`src/rtl/sys_throttle_responder.sv`:
```
// Receive side of FM_SYS_THROTTLE_N: synchronize, glitch-filter, then hold PROCHOT/MEMHOT
// for a minimum time, with a sticky event flag and a saturating event counter for readout.
module sys_throttle_responder #(
  parameter int SYNC_STAGES       = 2,
  parameter int FILTER_CYCLES     = 4,
  parameter int MIN_ASSERT_CYCLES = 1000,
  parameter int CNT_WIDTH         = 8
) (
  input  logic                 iClk,
  input  logic                 iRst_n,
  input  logic                 iSysThrottle_n,
  input  logic                 iEnable,
  input  logic                 iProchotEn,
  input  logic                 iMemhotEn,
  input  logic                 iClrStatus,
  output logic                 oProchot_n,
  output logic                 oMemhot_n,
  output logic                 oThrottleActive,
  output logic                 oEventLatched,
  output logic [CNT_WIDTH-1:0] oEventCount
);

  // state    | meaning
  // IDLE     | no throttle seen, counters cleared
  // QUALIFY  | synchronized input low, counting consecutive low clocks
  // ASSERTED | throttle qualified, PROCHOT/MEMHOT requested, minimum hold running
  typedef enum logic [1:0] {
    IDLE     = 2'd0,
    QUALIFY  = 2'd1,
    ASSERTED = 2'd2
  } stateT;

  localparam int FILT_W = $clog2(FILTER_CYCLES + 1);
  localparam int HOLD_W = $clog2(MIN_ASSERT_CYCLES + 1);
  localparam logic [FILT_W-1:0]    FILT_LAST = FILT_W'(FILTER_CYCLES);
  localparam logic [HOLD_W-1:0]    HOLD_LAST = HOLD_W'(MIN_ASSERT_CYCLES - 1);
  localparam logic [CNT_WIDTH-1:0] CNT_MAX   = '1;

  logic [SYNC_STAGES-1:0] syncFf;
  logic                   syncLow;
  stateT                  state, stateNext;
  logic [FILT_W-1:0]      filtCnt, filtNext;
  logic [HOLD_W-1:0]      holdCnt, holdNext;
  logic                   qualEvent;

  always_ff @(posedge iClk or negedge iRst_n) begin
    if (!iRst_n) syncFf <= '1;
    else         syncFf <= {syncFf[SYNC_STAGES-2:0], iSysThrottle_n};
  end

  assign syncLow = ~syncFf[SYNC_STAGES-1];

  always_ff @(posedge iClk or negedge iRst_n) begin
    if (!iRst_n) begin
      state   <= IDLE;
      filtCnt <= '0;
      holdCnt <= '0;
    end else begin
      state   <= stateNext;
      filtCnt <= filtNext;
      holdCnt <= holdNext;
    end
  end

  // The hold compare counts the cycle being completed, so the registered
  // outputs (one clock behind state) stay asserted exactly MIN_ASSERT_CYCLES.
  always_comb begin
    stateNext = state;
    filtNext  = filtCnt;
    holdNext  = holdCnt;
    qualEvent = 1'b0;
    if (!iEnable) begin
      stateNext = IDLE;
      filtNext  = '0;
      holdNext  = '0;
    end else begin
      case (state)
        IDLE: begin
          filtNext = '0;
          holdNext = '0;
          if (syncLow) begin
            stateNext = QUALIFY;
            filtNext  = FILT_W'(1);
          end
        end
        QUALIFY: begin
          if (!syncLow) begin
            stateNext = IDLE;
            filtNext  = '0;
          end else if (filtCnt == FILT_LAST) begin
            stateNext = ASSERTED;
            filtNext  = '0;
            holdNext  = '0;
            qualEvent = 1'b1;
          end else begin
            filtNext = filtCnt + FILT_W'(1);
          end
        end
        ASSERTED: begin
          if (holdCnt < HOLD_LAST) holdNext = holdCnt + HOLD_W'(1);
          if ((holdCnt >= HOLD_LAST) && !syncLow) begin
            stateNext = IDLE;
            holdNext  = '0;
          end
        end
        default: stateNext = IDLE;
      endcase
    end
  end

  // Disable drops the requests on the same edge that forces IDLE.
  always_ff @(posedge iClk or negedge iRst_n) begin
    if (!iRst_n) begin
      oProchot_n      <= 1'b1;
      oMemhot_n       <= 1'b1;
      oThrottleActive <= 1'b0;
    end else begin
      oProchot_n      <= !((state == ASSERTED) && iEnable && iProchotEn);
      oMemhot_n       <= !((state == ASSERTED) && iEnable && iMemhotEn);
      oThrottleActive <= (state == ASSERTED) && iEnable;
    end
  end

  always_ff @(posedge iClk or negedge iRst_n) begin
    if (!iRst_n) begin
      oEventLatched <= 1'b0;
      oEventCount   <= '0;
    end else if (qualEvent) begin
      oEventLatched <= 1'b1;
      if (iClrStatus)                oEventCount <= CNT_WIDTH'(1);
      else if (oEventCount != CNT_MAX) oEventCount <= oEventCount + CNT_WIDTH'(1);
    end else if (iClrStatus) begin
      oEventLatched <= 1'b0;
      oEventCount   <= '0;
    end
  end

endmodule

```
`config.mk`:
```
export PLATFORM = sky130hd
export DESIGN_NAME = sys_throttle_responder
export DESIGN_NICKNAME = d
export VERILOG_FILES = /design/src/rtl/sys_throttle_responder.sv
export SDC_FILE = /design/constraint.sdc
export NUM_CORES = 1
export LEC_CHECK = 0
export BUFFER_PORTS_ARGS = -buffer_cell sky130_fd_sc_hd__buf_2
export CAP_MARGIN = 20
export CORE_MARGIN = 3
export CORE_UTILIZATION = 33
export DETAILED_ROUTE_END_ITERATION = 10
export SLEW_MARGIN = 25
export SYNTH_ARGS = -nofsm -noshare
export SYNTH_HDL_FRONTEND = slang
export SYNTH_SLANG_ARGS = --single-unit
```
`constraint.sdc`:
```
create_clock -name iClk -period 2.5 [get_ports iClk]
set_input_delay 0.25 -clock iClk [delete_from_list [all_inputs] [get_ports iClk]]
set_output_delay 0.25 -clock iClk [all_outputs]
set_load 0.03 [all_outputs]
```
# --- Word level (Yosys, flattened, before mapping) ---
# Index checks and enable logic that the tools add are counted.
op_classes:
  addsub: 3
  n_lt_le_gt_ge: 2
  eq_ne: 12
  n_mux: 27
  reduce_logical: 12
ops:
  columns: ["operator", "count"]
  rows:
  - ["$mux 10", 5]
  - ["$mux 8", 4]
  - ["$pmux 10 s3", 1]
  - ["$ne 3x3->1 const B", 4]
  - ["$add 10x1->10 const B", 1]
  - ["$ge 10x10->1 const B", 1]
  - ["$lt 10x10->1 const B", 1]
  - ["$mux 2", 5]
  - ["$mux 3", 3]
  - ["$add 8x1->8 const B", 1]
  - ["$ne 4x4->1 const B", 2]
  - ["$ne 8x8->1 const B", 1]
  - ["$mux 1", 7]
  - ["$pmux 2 s3", 1]
  - ["$pmux 3 s2", 1]
  - ["$logic_and 1x1->1", 4]
  - ["$ne 4x1->1 const B", 1]
  - ["$reduce_and 4->1", 1]
  - ["$reduce_bool 2->1", 2]
  - ["$add 3x1->3 const B", 1]
  - ["$eq 3x3->1 const B", 1]
  - ["$ne 3x1->1 const B", 1]
  - ["$reduce_and 3->1", 1]
  - ["$eq 2x1->1 const B", 1]
  - ["other kinds (4)", 5]
word_totals:
  regBits: 29
  input_bits: 7
  output_inout_bits: 12
  word_cells: 65

# --- Depth between registers and ports, before layout ---
depth:
  depth_word: 7
  mapped_depth: 7

# --- Least setup slack after synthesis ---
# OpenSTA, ideal clock, no wires.
synth_path:
  path_type: "register to register"
  from: "reg oEventCount[1]"
  to: "reg oEventCount[5]"
  t_arrival_ps: 1825
  t_required_ps: 2372
  slack_ps: 548
  path_stages_with_launch: 6
  synth_period_minus_slack_ps: 1952
  path_cell_list: "dfrtp_1 > ha_1 > nand3_1 > nor3_1 > nor4_2 > mux2_1"
synth_via:
  elab_chain_len: 4
  elab_cells_between_ends: 7
synth_rtl:
  columns: ["item", "line", "rtl"]
  rows:
  - ["start: declaration", "20", "output logic [CNT_WIDTH-1:0] oEventCount"]
  - ["start signal: assignment", "131", "else if (oEventCount != CNT_MAX) oEventCount <= oEventCount + CNT_WIDTH'(1);"]
  - ["$add 8x1->8", "131", null]
  - ["$mux 8", "131", null]
  - ["$mux 8", "130", "if (iClrStatus) oEventCount <= CNT_WIDTH'(1);"]
  - ["$mux 8", "128", "end else if (qualEvent) begin"]
# Parallel ways exist; a longest one is shown, timed or not. The select of a mux whose other input is x is not followed.
# A chain may end at the register's enable or synchronous reset.

# --- Worst setup path in the final report ---
layout_path:
  from: "reg holdCnt[0]"
  to: "reg holdCnt[4]"
layout_via:
  elab_chain_len: 5
  elab_cells_between_ends: 10
layout_rtl:
  columns: ["item", "line", "rtl"]
  rows:
  - ["start: declaration", "43", "logic [HOLD_W-1:0] holdCnt, holdNext;"]
  - ["start signal: assignment", "61", "holdCnt <= holdNext;"]
  - ["$add 10x1->10 / $ge 10x10->1 (equally long branches)", "100, 101", null]
  - ["$mux 10 / $logic_and 1x1->1 (equally long branches)", "100, 101", null]
  - ["$mux 10", "101", "if ((holdCnt >= HOLD_LAST) && !syncLow) begin"]
  - ["$pmux 10 s3", "77", "case (state)"]
  - ["$mux 10", "72", "if (!iEnable) begin"]
# Parallel ways exist; a longest one is shown, timed or not. The select of a mux whose other input is x is not followed.

==> impl_metrics.ini <==
[global_routing]
antenna_found_initial = 0
grt_max_degree = 30
grtUsageTotal = 0.119
grt_pass1_vias = 1050
overflow = 0
grt_pass1_wl_um = 5090

[yosys]
synth_nets = 168
synth_seq_area_share = 0.473
yosysTopAreaCell = dfrtp_1
ys.flop_type = dfrtp_1
asyncSetResetFlopFracSynth = 1.00
ys_types = 41
synth_edf_count = 0
synth_area_leaders = dfrtp_1 (40%), dfstp_2 (6.8%), a21oi_1 (3.2%)
netlist_area_um2 = 1550
ys_warn_count = 0
synth_area_per_cell_um2 = 9.84
ys_ff_latch = 29
synthCells = 157
synth_top_area_frac = 0.405

[clocking]
post_cts_buffers = 0
cts.repair.resized = 0
numCtsBuffers = 5
root_buffer = clkbuf_8
path_clk_slew_ns = 0.07
clkLatencyLatePin_ns = 0.28
clockBufferDepth = 2
hold_buffers = 0
h-tree-depth = 2
cts_tree = built
clkSinkCount = 29

[layout]
layout_common_cells = dfrtp_1 (25), buf_2 (18), inv_1 (12)
final_nets = 187
fin_cells = 229
layout_commonest_cell = dfrtp_1
finish.instance_area_um2 = 1770
num_antenna_cells = 0
drive_gt1_frac = 0.215
area_growth_pct = 14.4

[placed_design]
placed_cells = 221
portBuffers = 18
hpwl_um = 2080
gp_congestion = 0.793
post_dp_cell_area_um2 = 1670

[floorplan]
die-area_um2 = 5540
ios = 19
core-area_um2 = 4440
start_util = 0.348
fp-row-count = 24
fp.dieH_um = 74.4
die_x_um = 74.4

[setup_path]
path_max_fanout = 10
crit_arrival_ns = 2.09
crit_required_ns = 2.63
path_class = reg2reg
worst_setup_path_end_kind = flip-flop
start_kind = flip-flop

[routing]
wl_um = 3020
ant_nets = 0
vias = 1186
drc = 0
routedWlPerCell_um = 13.2
drt-initial-drc-count = 105
firstDrtPassIters = 4
vias_per_cell = 5.18

[pwr]
p_leak_nw = 0.741
powerDensity_nw_per_um2 = 530
vdd_drop_max_v = 0.000257

[sta]
finalHoldViolations = 15
clock_skew_ns = 0.00732
fmax_ghz = 0.511
post-route-period-util = 0.783
relSlewSlack = 0.571
setup_violations = 0
fin_tns_setup_ns = 0
maxSlewViolCount = 0
post-route-min-period_ns = 1.96
worst_pin_slew_ns = 0.643
whs_ns = -0.00551
grt_setup_unrepaired = no

[run]
maxCapViolCount = 0

[hold_path]
hold_path.class = in2async

[outcome]
violations = hold timing
outcome = finished with violations
## synthesized netlist by cell type (3+ instances only)
library cell / instances
nand2_1: 11
a31oi_1: 7
or3_1: 3
nand2b_1: 3
nand4_1: 4
nand3_1: 9
clkbuf_1: 5
o21ai_0: 8
o31ai_1: 4
dfrtp_1: 25
nor2_1: 7
dfstp_2: 4
inv_1: 12
nor2b_1: 3
a21oi_1: 10
ha_1: 4
and2_1: 4
## worst max-delay path: stages, from the launching register on
cell and delay [ns]:
dfrtp_1 0.40, ha_1 0.24, a211o_1 0.35, and4_1 0.22, a31oi_2 0.44, a31oi_1 0.16
## through the flow
step | hold WS, ns | util | setup WS [ns] | power (W)
finish | -0.00551 | 0.398 | 0.544 | 0.000937
CTS | 0.0170 | 0.398 | 0.528 | 0.000956
global placement | 0.319 | 0.375 | 0.547 | 0.000518
floorplan | -0.0456 | - | 0.548 | 0.000500
detailed placement | 0.323 | 0.375 | 0.548 | 0.000518
global route | 0.0456 | 0.398 | 0.389 | 0.000980
## layer usage
layer / GRT usage / routed length [um] / share of wire / vias up
met2: 0.165 / 1270 / 0.42 / 16
li1: - / - / - / 620
met4: 0.0474 / 44 / 0.015 / 0
met5: 0 / 0 / 0 / -
met1: 0.177 / 1620 / 0.54 / 546
met3: 0.0284 / 80 / 0.027 / 4
## cell families (layout without fill, tap and decap cells)
kind of cell / count (synthesis) / in the layout / share of synthesized area
DFF: 29 / 29 / 0.473
muxes: 3 / 3 / 0.0202
adders and majority gates: 4 / 4 / 0.0324
and+or+nand+nor: 61 / 61 / 0.244
buffers and inverters: 19 / 39 / 0.0559
AOI/OAI and AO/OA: 41 / 41 / 0.175
## sequential cells by signal, indices dropped and copies added (netlist names)
name,flops
oMemhot_n,1
state,2
holdCnt,10
oEventCount,8
oEventLatched,1
filtCnt,3
oProchot_n,1
oThrottleActive,1
syncFf,2
## path summary, 6_finish.rpt
path                       slack [ns]             end      startpoint  cells after the start
setup / recovery                 0.54      holdCnt[4]      holdCnt[0]                      5
hold / removal                 -0.006      holdCnt[8]          iRst_n                      1
setup reg to reg                 0.54      holdCnt[4]      holdCnt[0]                      5
hold reg to reg                  0.36       syncFf[1]       syncFf[0]                      0
max in group asynchronous        2.08  oEventCount[6]          iRst_n                      1
min in group iClk                0.08       syncFf[0]  iSysThrottle_n                      1
## layout make-up
cell class	instances	area (um2)
clock buffers	7	96.3
clock inverters	1	5.00
fillers	441	2680
inverters	12	45.0
multi-input cells	109	728
flip-flops and latches	29	731
well taps	52	65.1
repair buffers	19	97.6
## report_power, final
| part | leakage (nW) | switching, W | internal, W |
|---|---|---|---|
| combinational | 0.298 | 0.0000195 | 0.00000938 |
| sequential | 0.389 | 0.00000511 | 0.000474 |
| clock | 0.0542 | 0.000180 | 0.000249 |
No activity file was read; power rests on OpenSTA's default activity.
